[config.mk]
export PLATFORM = sky130hd
export DESIGN_NAME = alu_seq
export DESIGN_NICKNAME = d
export VERILOG_FILES = /design/src/rtl/alu_seq_pkg.sv /design/src/rtl/alu_seq_mul.sv /design/src/rtl/alu_seq.sv
export SDC_FILE = /design/constraint.sdc
export NUM_CORES = 1
export LEC_CHECK = 0
export CORE_ASPECT_RATIO = 0.8
export CORE_MARGIN = 5
export CORE_UTILIZATION = 55
export DETAILED_ROUTE_END_ITERATION = 10
export PLACE_DENSITY = 0.82
export SYNTH_ARGS = -nofsm -noshare
export SYNTH_HDL_FRONTEND = slang
export SYNTH_SLANG_ARGS = --single-unit
[constraint.sdc]
create_clock -name clk -period 9.4 [get_ports clk]
set_clock_uncertainty 0.2 [all_clocks]
set_input_delay 2.35 -clock clk [delete_from_list [all_inputs] [get_ports clk]]
set_output_delay 2.35 -clock clk [all_outputs]
set_load 0.005 [all_outputs]
[src/rtl/alu_seq_pkg.sv]
// Shared opcodes, FSM state encoding and flag bit positions for alu_seq.
package alu_seq_pkg;

  localparam logic [3:0] ALU_ADD  = 4'd0;
  localparam logic [3:0] ALU_SUB  = 4'd1;
  localparam logic [3:0] ALU_AND  = 4'd2;
  localparam logic [3:0] ALU_OR   = 4'd3;
  localparam logic [3:0] ALU_XOR  = 4'd4;
  localparam logic [3:0] ALU_NOT  = 4'd5;
  localparam logic [3:0] ALU_INC  = 4'd6;
  localparam logic [3:0] ALU_DEC  = 4'd7;
  localparam logic [3:0] ALU_SHL  = 4'd8;
  localparam logic [3:0] ALU_SHR  = 4'd9;
  localparam logic [3:0] ALU_MUL  = 4'd10;
  localparam logic [3:0] ALU_PASS = 4'd11;

  typedef enum logic {
    ST_IDLE = 1'b0,
    ST_BUSY = 1'b1
  } alu_state_e;

  // Bit positions inside flags = {err, v, n, z, c}
  localparam int FLAG_C   = 0;
  localparam int FLAG_Z   = 1;
  localparam int FLAG_N   = 2;
  localparam int FLAG_V   = 3;
  localparam int FLAG_ERR = 4;

endpackage

[src/rtl/alu_seq_mul.sv]
// Sequential shift-add multiplier: one partial product per cycle, WIDTH cycles.
// Only built when ALU_MUL_EN is defined.
`ifdef ALU_MUL_EN
module alu_seq_mul #(
  parameter int WIDTH = 8
) (
  input  logic               clk,
  input  logic               rst_n,
  input  logic               start,
  input  logic [WIDTH-1:0]   a,
  input  logic [WIDTH-1:0]   b,
  output logic               done,
  output logic [2*WIDTH-1:0] product
);

  localparam int CW = $clog2(WIDTH);
  localparam logic [CW-1:0] CNT_LAST = CW'(WIDTH - 1);

  logic               busy;
  logic [CW-1:0]      cnt;
  logic [2*WIDTH-1:0] mcand;
  logic [WIDTH-1:0]   mplier;
  logic [2*WIDTH-1:0] prod;

  // product is the accumulator after this cycle's step; valid as the answer when done=1
  assign product = prod + (mplier[0] ? mcand : '0);
  assign done    = busy && (cnt == CNT_LAST);

  always_ff @(posedge clk or negedge rst_n) begin
    if (!rst_n) begin
      busy   <= 1'b0;
      cnt    <= '0;
      mcand  <= '0;
      mplier <= '0;
      prod   <= '0;
    end else if (start) begin
      busy   <= 1'b1;
      cnt    <= '0;
      mcand  <= {{WIDTH{1'b0}}, a};
      mplier <= b;
      prod   <= '0;
    end else if (busy) begin
      prod   <= product;
      mcand  <= mcand << 1;
      mplier <= mplier >> 1;
      cnt    <= cnt + 1'b1;
      if (done) busy <= 1'b0;
    end
  end

endmodule
`endif

[src/rtl/alu_seq.sv]
// Registered WIDTH-bit ALU with valid/ready on both sides, flag register and accumulator chaining.
// Define ALU_MUL_EN to build the multi-cycle MUL (op 10); otherwise op 10 is illegal.
module alu_seq
  import alu_seq_pkg::*;
#(
  parameter int WIDTH = 8
) (
  input  logic             clk,
  input  logic             rst_n,
  input  logic             in_valid,
  output logic             in_ready,
  input  logic [WIDTH-1:0] a,
  input  logic [WIDTH-1:0] b,
  input  logic [3:0]       op,
  input  logic             acc_en,
  output logic             out_valid,
  input  logic             out_ready,
  output logic [WIDTH-1:0] result,
  output logic [4:0]       flags,
  output alu_state_e       state_dbg
);

  localparam int MSB = WIDTH - 1;
  localparam logic [WIDTH:0] ONE = (WIDTH + 1)'(1);

  alu_state_e       state, state_nxt;
  logic [WIDTH-1:0] acc, op_a;
  logic [WIDTH-1:0] alu_res, mul_res, load_res;
  logic [4:0]       alu_flags, mul_flags, load_flags;
  logic [WIDTH:0]   sum;
  logic             alu_c, alu_v, alu_err;
  logic             accept, is_mul, mul_done, load;

  // Handshake: a transfer happens on a rising clk edge where valid && ready on that side;
  // the producer holds its payload stable while valid && !ready.
  assign in_ready  = (state == ST_IDLE) && (!out_valid || out_ready);
  assign accept    = in_valid && in_ready;
  assign op_a      = acc_en ? acc : a;
  assign state_dbg = state;

`ifdef ALU_MUL_EN
  logic [2*WIDTH-1:0] mul_prod;

  assign is_mul = (op == ALU_MUL);

  alu_seq_mul #(.WIDTH(WIDTH)) u_mul (
    .clk     (clk),
    .rst_n   (rst_n),
    .start   (accept && is_mul),
    .a       (op_a),
    .b       (b),
    .done    (mul_done),
    .product (mul_prod)
  );

  always_comb begin
    mul_res             = mul_prod[WIDTH-1:0];
    mul_flags           = '0;
    mul_flags[FLAG_C]   = |mul_prod[2*WIDTH-1:WIDTH];
    mul_flags[FLAG_N]   = mul_prod[MSB];
    mul_flags[FLAG_Z]   = (mul_prod[WIDTH-1:0] == '0);
  end
`else
  assign is_mul    = 1'b0;
  assign mul_done  = 1'b0;
  assign mul_res   = '0;
  assign mul_flags = '0;
`endif

  always_comb begin
    alu_res = '0;
    alu_c   = 1'b0;
    alu_v   = 1'b0;
    alu_err = 1'b0;
    sum     = '0;
    case (op)
      ALU_ADD: begin
        sum     = {1'b0, op_a} + {1'b0, b};
        alu_res = sum[WIDTH-1:0];
        alu_c   = sum[WIDTH];
        alu_v   = (op_a[MSB] == b[MSB]) && (alu_res[MSB] != op_a[MSB]);
      end
      ALU_SUB: begin
        sum     = {1'b0, op_a} - {1'b0, b};
        alu_res = sum[WIDTH-1:0];
        alu_c   = sum[WIDTH];
        alu_v   = (op_a[MSB] != b[MSB]) && (alu_res[MSB] != op_a[MSB]);
      end
      ALU_INC: begin
        sum     = {1'b0, op_a} + ONE;
        alu_res = sum[WIDTH-1:0];
        alu_c   = sum[WIDTH];
        alu_v   = alu_res[MSB] && !op_a[MSB];
      end
      ALU_DEC: begin
        sum     = {1'b0, op_a} - ONE;
        alu_res = sum[WIDTH-1:0];
        alu_c   = sum[WIDTH];
        alu_v   = !alu_res[MSB] && op_a[MSB];
      end
      ALU_AND:  alu_res = op_a & b;
      ALU_OR:   alu_res = op_a | b;
      ALU_XOR:  alu_res = op_a ^ b;
      ALU_NOT:  alu_res = ~op_a;
      ALU_SHL: begin
        alu_res = {op_a[WIDTH-2:0], 1'b0};
        alu_c   = op_a[MSB];
      end
      ALU_SHR: begin
        alu_res = {1'b0, op_a[WIDTH-1:1]};
        alu_c   = op_a[0];
      end
      ALU_PASS: alu_res = b;
      default:  alu_err = 1'b1;
    endcase

    // Illegal ops report err only; z stays 0 even though the result is 0
    alu_flags           = '0;
    alu_flags[FLAG_ERR] = alu_err;
    alu_flags[FLAG_C]   = alu_c;
    alu_flags[FLAG_V]   = alu_v;
    alu_flags[FLAG_N]   = alu_res[MSB];
    alu_flags[FLAG_Z]   = !alu_err && (alu_res == '0);
  end

  assign load       = (accept && !is_mul) || mul_done;
  assign load_res   = mul_done ? mul_res : alu_res;
  assign load_flags = mul_done ? mul_flags : alu_flags;

  always_comb begin
    state_nxt = state;
    case (state)
      ST_IDLE: if (accept && is_mul) state_nxt = ST_BUSY;
      ST_BUSY: if (mul_done) state_nxt = ST_IDLE;
      default: state_nxt = ST_IDLE;
    endcase
  end

  always_ff @(posedge clk or negedge rst_n) begin
    if (!rst_n) state <= ST_IDLE;
    else        state <= state_nxt;
  end

  // acc takes the same value as the output register, so the next accepted op sees it with no bubble
  always_ff @(posedge clk or negedge rst_n) begin
    if (!rst_n) begin
      out_valid <= 1'b0;
      result    <= '0;
      flags     <= '0;
      acc       <= '0;
    end else if (load) begin
      out_valid <= 1'b1;
      result    <= load_res;
      flags     <= load_flags;
      acc       <= load_res;
    end else if (out_valid && out_ready) begin
      out_valid <= 1'b0;
    end
  end

endmodule
==> results of run 1 <==
kinds of logic after synthesis:
group / count (synthesis) / synth area share [%]
xor+xnor: 14 / 4.78
flops: 13 / 12.7
compound gates: 105 / 28.9
buf+inv: 45 / 7.42
mux: 14 / 6.93
fa+ha+maj: 34 / 17.2
other cells: 1 / 0.146
simple gates: 108 / 22.0
how the worst min path moves through the flow:
stage / start / endpoint / slack (ps) / cells after the start
after floorplan: flags[3]$_DFFE_PN0P_ / flags[3]$_DFFE_PN0P_ / 270 / 2
after detailed placement: flags[3]$_DFFE_PN0P_ / flags[3]$_DFFE_PN0P_ / 280 / 2
after global routing: flags[3]$_DFFE_PN0P_ / flags[3]$_DFFE_PN0P_ / 310 / 2
after global placement: flags[3]$_DFFE_PN0P_ / flags[3]$_DFFE_PN0P_ / 270 / 2
final: flags[3]$_DFFE_PN0P_ / flags[3]$_DFFE_PN0P_ / 280 / 2
after CTS: flags[3]$_DFFE_PN0P_ / flags[3]$_DFFE_PN0P_ / 290 / 2
stage by stage:
stage	std cells	util, %
after global routing	421	66.1
after detailed placement	417	65.2
after CTS	421	66.1
after floorplan	334	-
after global placement	417	65.2
final	421	66.1
worst max-delay path, delay by kind of cell:
| kind | cells | cell delay (ps) |
|---|---|---|
| compound gates | 4 | 1220 |
| fa+ha+maj | 1 | 420 |
| buf+inv | 2 | 1240 |
| mux | 1 | 600 |
| simple gates | 3 | 520 |
per-layer routing:
metal / vias to the layer above / GRT usage [%] / part of all wire, %
met5: - / 0 / 0
met4: 0 / 6.75 / 1.6
met3: 16 / 6.87 / 11
met2: 180 / 38.0 / 41
met1: 1281 / 41.6 / 46
li1: 1282 / - / -
state kept, by name, indices dropped and copies added, names as in the netlist:
register   cells
result         7
flags          5
out_valid      1
cell type report:
| cell class | count | area, um^2 | area share (%) |
|---|---|---|---|
| Multi-Input combinational cell | 276 | 2050 | 68.2 |
| Timing Repair Buffer | 42 | 413 | 13.7 |
| Sequential cell | 13 | 325 | 10.8 |
| Inverter | 26 | 97.6 | 3.25 |
| Tap cell | 60 | 75.1 | 2.50 |
| Clock buffer | 4 | 45.0 | 1.50 |
cells in the mapped netlist, types with 2 or more instances:
| library cell | count |
|---|---|
| ha_1 | 32 |
| nor2_1 | 29 |
| inv_1 | 25 |
| nand2_1 | 24 |
| o21ai_0 | 20 |
| a21oi_1 | 19 |
| dfrtp_1 | 13 |
| xnor2_1 | 12 |
| nand2b_1 | 10 |
| a31oi_1 | 9 |
| clkbuf_1 | 8 |
| mux2i_1 | 8 |
| nor2b_1 | 8 |
| a32oi_1 | 6 |
| nor3_1 | 6 |
| o22ai_1 | 6 |
| o32ai_1 | 6 |
| a22oi_1 | 5 |
| buf_2 | 5 |
| nor4_1 | 5 |
| nand3_1 | 4 |
| nand3b_1 | 4 |
| o211ai_1 | 4 |
| a211oi_1 | 3 |
| a221oi_1 | 3 |
| and2_1 | 3 |
| buf_1 | 3 |
| mux2i_2 | 3 |
| nor3b_1 | 3 |
| o21a_1 | 3 |
| o221ai_1 | 3 |
| a221o_1 | 2 |
| buf_4 | 2 |
| fa_1 | 2 |
| mux2i_4 | 2 |
| o211a_1 | 2 |
| o41ai_1 | 2 |
| or3_1 | 2 |
| xor2_1 | 2 |
power by group through the flow:
stage / Combinational [mW] / Sequential, mW / Clock [mW]
after floorplan: 0.143 / 0.0729 / 0
after global placement: 0.212 / 0.0731 / 0
after detailed placement: 0.213 / 0.0733 / 0
after CTS: 0.214 / 0.0725 / 0.0524
after global routing: 0.239 / 0.0736 / 0.0556
final: 0.220 / 0.0724 / 0.0509
==> run summary, run 1 <==
Status: finished clean
Clk pin slew, worst setup/hold paths: 50 ps
# diodes: 0
Slowest-stage cell, CP: clkdlybuf4s50_1
Most frequent cells in the layout: 39 x clkdlybuf4s50_1, 32 x ha_1, 29 x nor2_1
Startpoint types: input pin
Worst R2R End: flags[1]$_DFFE_PN0P_
First-pass GRT wire length: 13500 um
FMAX: 156 MHz
Ranking of synthesized cells by area: ha_1 16%, dfrtp_1 13%, nor2_1 4.2%, xnor2_1 4.1%, o21ai_0 3.9%
Post-synthesis register bit count: 13
Row cnt: 22
Clock power share: 14.8%
Critical setup path kind: input pin to flop
Synth cell types: 65
Gate Count Post-Synth: 334
Ys flop type: dfrtp_1
Post-DP HPWL: 6340 um
CP endpoint kind: flop
Setup slack after layout: 3010 ps
Rel. slew slack: 40.7%
PwrDens: 114 nW/um^2
Area Overhead vs Synth: 17.2%
Vias in the first global route: 2599
Syn avg cell area: 7.68 um^2
CP Capture Point: flags[1]$_DFFE_PN0P_
Top-area cell type share of the netlist area: 15.6%
Worst setup path start: acc_en
Async S/R FF share, synth: 100%
CTS max path bufs: 2
Req. time, crit path: 9380 ps
Finished Cell Area: 3000 um^2
Full die area: 6140 um^2
Comb pwr share: 64.1%
Tcrit/Tclk final: 68.0%
Cts hold-fix bufs: 0
# H-tree levels: 1
Tmin final: 6390 ps
R2R depth: 10
R2R Setup Slk: 5760 ps
Psw: 0.153 mW
Sw frac: 44.6%
Post-Syn Area: 2560 um^2
Placer congestion estimate: 0.948
Filler cells: 406
Starting DRT DRC Count: 394
Fraction of layout cells with a size suffix above 1: 5.82%
Core area: 4540 um^2
Worst path max stage delay: 960 ps
Initial Utilization: 56.4%
Post-placement setup slack: 2870 ps
Drt drc: 0
Cts bufs inserted: 3
Number of synthesized flops with an enable pin: 0
Setup Viol. Count Final: 0
Nets: 421
VDD IR max: 0.0000746 V
Leakage power: 1.23 nW
Reg power frac: 21.1%
Total Power: 0.343 mW
Gr usage total: 27.4%
Placed cell area: 2960 um^2
Max Cap Viol: 0
# resized after CTS: 0
RSZ-0062 raised after global routing: false
Worst r2r src: result[2]$_DFFE_PN0P_
Internal: 0.190 mW
Syn Nets: 393
Worst Hold Class: flop to flop
Arrival @ worst endpoint: 6380 ps
Antenna violations before repair: 0
Crit-path cells: clkdlybuf4s50_1, mux2i_2, inv_1, ha_1, nand2b_1, a311oi_2, nor2_1, a221o_1, a221oi_2, and3_1, a32o_2
Die width: 86.3 um
WL/cell: 19.7 um
Register area share after synthesis: 12.7%
Buffers on Ports: 39
Vias post-DR: 2759
Total Wirelength: 8310 um
Warnings from Yosys: 0
Max-slew violations: 0
Routed Antenna Nets: 0
Clock tree sinks: 13
Slew @ Worst Pin: 887 ps
I/O pins: 41
DRT Pass-1 Iters: 5
Total Neg Setup Slack: 0 ps
Clock root buffer: clkbuf_8
Largest net degree at the start of global routing: 38
CTS tree: built
Setup repair bufs after CTS: 0
Total gr overflow: 0
DIE HEIGHT: 71.1 um
Clock latency on the worst-skew pair: 250 ps
Leading cell type in the layout, fill and taps excluded: clkdlybuf4s50_1
Crit path max fanout: 12
Final hold slack: 283 ps
Via density: 6.55
Endpoints failing hold: 0
Yosys top cell by area: ha_1
No activity file was read; power rests on OpenSTA's default activity.
==> inputs of run 2 (changes only) <==
--- a/config.mk
+++ b/config.mk
@@ -7,9 +7,9 @@
 export LEC_CHECK = 0
 export CORE_ASPECT_RATIO = 0.8
 export CORE_MARGIN = 5
-export CORE_UTILIZATION = 55
+export CORE_UTILIZATION = 50
 export DETAILED_ROUTE_END_ITERATION = 10
-export PLACE_DENSITY = 0.82
+export PLACE_DENSITY = 0.78
 export SYNTH_ARGS = -nofsm -noshare
 export SYNTH_HDL_FRONTEND = slang
 export SYNTH_SLANG_ARGS = --single-unit
==> constraint.sdc (replaced) <==
create_clock -name clk -period 5.25 [get_ports clk]
set_clock_uncertainty 0.2 [all_clocks]
set_input_delay 1.3125 -clock clk [delete_from_list [all_inputs] [get_ports clk]]
set_output_delay 1.3125 -clock clk [all_outputs]
set_load 0.005 [all_outputs]
==> run 2 against run 1 <==
- via count grew 3.6%
- final area grew 2.6%
- sequential share of layout area down 0.27 points
- global-route usage shrank 2.2 points
- register-to-register slack worse by 3900 ps
- flip-flop and latch count unchanged
- critical path depth is 1 higher
- final cell count up 2.9%
- power grew 83%
- critical path type unchanged
- highest routed layer unchanged
==> run summary, run 2 (same netlist as run 1, synthesis figures left out) <==
Registers with the most flip-flops: result x7, flags x5, out_valid x1
Initial Utilization: 51.5%
Final hold slack: 316 ps
Tcrit/Tclk final: 90.5%
Slew @ Worst Pin: 642 ps
R2R depth: 10
PwrDens: 204 nW/um^2
Total Neg Setup Slack: 0 ps
Post-placement setup slack: 321 ps
Leakage power: 1.28 nW
WHS Path Cells: 2
Max Cap Viol: 0
Largest net degree at the start of global routing: 17
Starting DRT DRC Count: 280
Cts hold-fix bufs: 0
VDD IR max: 0.000127 V
Clock latency on the worst-skew pair: 250 ps
Worst R2R End: flags[1]$_DFFE_PN0P_
Placer congestion estimate: 1.09
Total Wirelength: 8750 um
Endpoints failing hold: 0
Area occupied by multi-input gates: 2050 um^2
# diodes: 0
Worst r2r src: result[1]$_DFFE_PN0P_
Critical setup path kind: input pin to flop
CTS max path bufs: 2
# H-tree levels: 1
Tmin final: 4750 ps
CP endpoint kind: flop
Number of flip-flops under the largest register name: 7
First-pass GRT wire length: 13600 um
Routed Antenna Nets: 0
Filler cells: 456
Cts bufs inserted: 3
Buffers on Ports: 39
Setup repair bufs after CTS: 0
Clock tree sinks: 13
Nets: 431
Post-DP HPWL: 6890 um
Min-delay src: flags[3]$_DFFE_PN0P_
Vias post-DR: 2858
Core area: 4980 um^2
Max-slew violations: 0
Req. time, crit path: 5230 ps
DIE HEIGHT: 74.0 um
Vias in the first global route: 2650
Crit-path cells: clkdlybuf4s50_1, buf_4, mux2_2, inv_1, ha_1, nor2b_1, a311oi_2, nor2_1, a221o_1, a221oi_2, and3_1, a32o_2
Most frequent cells in the layout: 39 x clkdlybuf4s50_1, 32 x ha_1, 29 x nor2_1
Arrival @ worst endpoint: 4730 ps
Total gr overflow: 0
Setup Viol. Count Final: 0
Row cnt: 23
RSZ-0062 raised after global routing: false
CTS tree: built
Slowest-stage cell, CP: clkdlybuf4s50_1
Worst Hold Endpoint: flags[3]$_DFFE_PN0P_
# resized after CTS: 0
Leading cell type in the layout, fill and taps excluded: clkdlybuf4s50_1
Seq. cell area: 325 um^2
Drt drc: 0
FMAX: 210 MHz
Largest Register: result
Clk pin slew, worst setup/hold paths: 50 ps
Setup slack after layout: 499 ps
Crit path max fanout: 9
Total Power: 0.629 mW
Antenna violations before repair: 0
Fraction of layout cells with a size suffix above 1: 8.36%
Status: finished clean
Via density: 6.60
WL/cell: 20.2 um
Startpoint types: input pin
Rel. slew slack: 56.6%
Worst Hold Class: flop to flop
Clock root buffer: clkbuf_8
Gr usage total: 25.1%
R2R Setup Slk: 1870 ps
Util after Layout: 61.9%
Die width: 90.1 um
DRT Pass-1 Iters: 5
Worst path max stage delay: 620 ps
Area Overhead vs Synth: 20.2%
I/O pins: 41
Full die area: 6670 um^2
==> run 2: worst max-delay path by stage <==
stage	startpoint	end	slack, ps	cells past startpoint
floorplan	acc_en	flags[1]$_DFFE_PN0P_	1190	10
global placement	acc_en	flags[1]$_DFFE_PN0P_	420	12
detailed placement	acc_en	flags[1]$_DFFE_PN0P_	320	12
CTS	acc_en	flags[1]$_DFFE_PN0P_	560	12
global route	acc_en	flags[1]$_DFFE_PN0P_	400	12
finish	acc_en	flags[1]$_DFFE_PN0P_	500	12
==> run 2: metrics by stage <==
step                      cell area (um^2)  cells
final                                 3080    433
after global routing                  3080    433
after CTS                             3080    433
after detailed placement              3040    429
after global placement                3040    429
after floorplan                       2560    334
==> run 2: final cells by class <==
| class | count | area share, % |
|---|---|---|
| well taps | 62 | 2.52 |
| clock buffers | 4 | 1.46 |
| inverters | 26 | 3.17 |
| multi-input cells | 276 | 66.5 |
| flip-flops and latches | 13 | 10.6 |
| repair buffers | 52 | 15.8 |
==> run 2: power breakdown <==
part	switching [mW]	total [mW]	internal [mW]
clock	0.0386	0.0923	0.0537
combinational	0.225	0.406	0.182
sequential	0.0156	0.130	0.115
total	0.279	0.629	0.350
==> run 2: worst max-delay path: cells and delay by family <==
| kind | cells | cell delay, ps |
|---|---|---|
| AOI/OAI and AO/OA | 4 | 1170 |
| and+or+nand+nor | 3 | 460 |
| muxes | 1 | 440 |
| adders and majority gates | 1 | 280 |
| buffers and inverters | 3 | 1070 |
==> run 2: routing by layer <==
metal / GRT usage (%) / vias to the layer above / share of wire (%)
met3: 5.66 / 25 / 12
met1: 34.3 / 1334 / 42
li1: - / 1305 / -
met5: 0 / - / 0
met4: 7.60 / 0 / 3.0
met2: 40.3 / 194 / 43
==> inputs of run 3 (changes only) <==
--- a/config.mk
+++ b/config.mk
@@ -5,10 +5,12 @@
 export SDC_FILE = /design/constraint.sdc
 export NUM_CORES = 1
 export LEC_CHECK = 0
+export ABC_AREA = 1
 export CORE_ASPECT_RATIO = 0.8
 export CORE_MARGIN = 5
 export CORE_UTILIZATION = 50
 export DETAILED_ROUTE_END_ITERATION = 10
+export MAX_ROUTING_LAYER = met4
 export PLACE_DENSITY = 0.78
 export SYNTH_ARGS = -nofsm -noshare
 export SYNTH_HDL_FRONTEND = slang
==> run 3 against run 2 <==
- power down 6.2%
- register-to-register slack better by 680 ps
- global-route usage is 2.2 points higher
- core utilization fell by 0.35 points
- combinational power down 9.6%
- synthesized area is 4.8% higher
- first-iteration DRC count rose by 3.2%
- final cell count is 34% higher
- critical path depth rose by 4
- sequential power hardly changed
- sequential share of layout area decreased by 0.24 points
- clock power is essentially flat
- highest routed layer unchanged
==> run summary, run 3 <==
Warnings from Yosys: 0
Clock latency on the worst-skew pair: 250 ps
VDD IR max: 0.000147 V
FMAX: 230 MHz
Clk pin slew, worst setup/hold paths: 60 ps
Arrival @ worst endpoint: 4330 ps
Worst path max stage delay: 670 ps
Yosys top cell by area: nand2_1
Total gr overflow: 0
Gr usage total: 27.4%
Leakage power: 1.72 nW
Max-slew violations: 0
Synth Area in Compound Gates: 10.4%
Full die area: 6950 um^2
R2R Setup Slk: 2550 ps
Largest family of logic cells by synthesized area: simple AND/OR/NAND/NOR gates
Ys flop type: dfrtp_1
Top-area cell type share of the netlist area: 24.0%
DIE HEIGHT: 75.6 um
DRT Pass-1 Iters: 7
Post-synthesis register bit count: 13
Req. time, crit path: 5230 ps
Slew @ Worst Pin: 844 ps
WL/cell: 15.6 um
Rel. slew slack: 43.6%
Via density: 5.66
Initial Utilization: 52.5%
Antenna violations before repair: 0
Finished Cell Area: 3150 um^2
Synth cell types: 36
Simple-gate share of the synthesized area: 49.2%
Total Wirelength: 9020 um
Routed Antenna Nets: 0
Leading cell type in the layout, fill and taps excluded: nand2_1
Total Neg Setup Slack: 0 ps
Registers with the most flip-flops: result x7, flags x5, out_valid x1
Number of flip-flops under the largest register name: 7
Post-DP HPWL: 7070 um
Largest net degree at the start of global routing: 17
Register area share after synthesis: 12.1%
Setup Viol. Count Final: 0
Setup repair bufs after CTS: 0
Post-synthesis xor/xnor area fraction: 0.326%
Row cnt: 23
Crit path max fanout: 16
Placed cell count: 576
Total Power: 0.590 mW
Starting DRT DRC Count: 289
Most frequent cells in the layout: 172 x nand2_1, 65 x inv_1, 59 x nor2_1
Buffers on Ports: 39
Cts hold-fix bufs: 0
CP endpoint kind: flop
Placer congestion estimate: 1.01
Die width: 92.0 um
# H-tree levels: 1
Post-Synth Adder-Cell Area: 16.4%
Endpoints failing hold: 0
Commonest cells post-synth: 172 x nand2_1, 65 x inv_1, 59 x nor2_1
Startpoint types: input pin
Ranking of synthesized cells by area: nand2_1 24%, ha_1 15%, dfrtp_1 12%, nand3_1 9.5%, inv_1 9.1%
Top-count cell post-synth: nand2_1
Syn avg cell area: 5.58 um^2
Area Overhead vs Synth: 17.3%
Final hold slack: 291 ps
Max Cap Viol: 0
Vias post-DR: 3280
Drt drc: 0
Cts bufs inserted: 3
Filler cells: 510
Placed cell area: 3110 um^2
Tmin final: 4350 ps
CTS tree: built
Critical setup path kind: input pin to flop
Tcrit/Tclk final: 82.9%
Mux contribution to synthesized area: 0%
Clock tree sinks: 13
PwrDens: 187 nW/um^2
Clock root buffer: clkbuf_8
Gate Count Post-Synth: 482
Number of synthesized flops with an enable pin: 0
Nets: 578
Core area: 5120 um^2
Largest Register: result
# resized after CTS: 0
Worst Hold Class: flop to flop
Layout Cells excl Fill: 580
Post-Syn Area: 2690 um^2
Async S/R FF share, synth: 100%
Crit-path cells: clkdlybuf4s50_1, inv_2, nand2_1, nand2_2, ha_1, inv_1, fa_1, nand3b_1, nand2_1, nor2_1, nand3_1, nor2_1, nand2_1, nor2_1, nand3_1, o21bai_2
First-pass GRT wire length: 14600 um
Syn Nets: 541
CTS max path bufs: 2
# diodes: 0
I/O pins: 41
Vias in the first global route: 2885
Slowest-stage cell, CP: clkdlybuf4s50_1
Fraction of layout cells with a size suffix above 1: 3.86%
RSZ-0062 raised after global routing: false
Status: finished clean
## run 3: changes by cell type in the layout (fill, tap and decap cells not counted), sizes merged, moves of 8 or more
cell,before,now
a31oi,9,1
nand4,1,12
xnor2,12,0
nor2b,8,0
nand3,4,51
nor2,29,62
nand2,24,179
inv,25,67
buf,13,0
mux2i,13,0
nand2b,10,0
## run 3: area by class of cell
type | instances | area (um^2) | area share (%)
multi-input cells | 394 | 2060 | 65.2
repair buffers | 39 | 390 | 12.4
flip-flops and latches | 13 | 325 | 10.3
inverters | 68 | 258 | 8.17
well taps | 62 | 77.6 | 2.46
clock buffers | 3 | 41.3 | 1.31
clock inverters | 1 | 5.00 | 0.159
## run 3: cell families (layout without fill, tap and decap cells)
kind of cell	after synthesis	after routing
other	1	1
flip-flops	13	13
AO/OA/AOI/OAI	47	47
adder cells (fa/ha/maj)	34	34
XOR/XNOR	1	1
buffers and inverters	75	111
AND/OR/NAND/NOR	311	311
## run 3: metrics by stage
stage                     utilization (%)  setup WS [ps]
after global routing                 61.6            597
after CTS                            61.6            930
after floorplan                         -           1950
after detailed placement             60.6            688
after global placement               60.6            694
final                                61.6            895
## run 3: worst max-delay path, delay by kind of cell
kind / cells / cell delay, ps
simple gates: 10 / 1080
fa+ha+maj: 2 / 730
compound gates: 1 / 110
buf+inv: 3 / 1090
## run 3: worst paths after layout
check / start / endpoint / cells after the start
max reg2reg: result[0]$_DFFE_PN0P_ / flags[1]$_DFFE_PN0P_ / 15
min in group asynchronous: rst_n / flags[4]$_DFFE_PN0P_ / 1
min: flags[3]$_DFFE_PN0P_ / flags[3]$_DFFE_PN0P_ / 2
max: acc_en / flags[1]$_DFFE_PN0P_ / 16
min reg2reg: flags[3]$_DFFE_PN0P_ / flags[3]$_DFFE_PN0P_ / 2
max in group asynchronous: rst_n / flags[1]$_DFFE_PN0P_ / 1
## run 3: where the power goes
part,total [mW],internal (mW),switching (mW)
Clock,0.0924,0.0525,0.0399
Combinational,0.367,0.137,0.230
Sequential,0.130,0.117,0.0137
## run 3: routing by layer
layer,GRT usage (%),share of wire (%),vias to the layer above
met3,5.82,11,27
met1,37.6,45,1465
li1,-,-,1600
met2,41.3,42,188
met5,-,0,-
met4,7.08,2.4,0
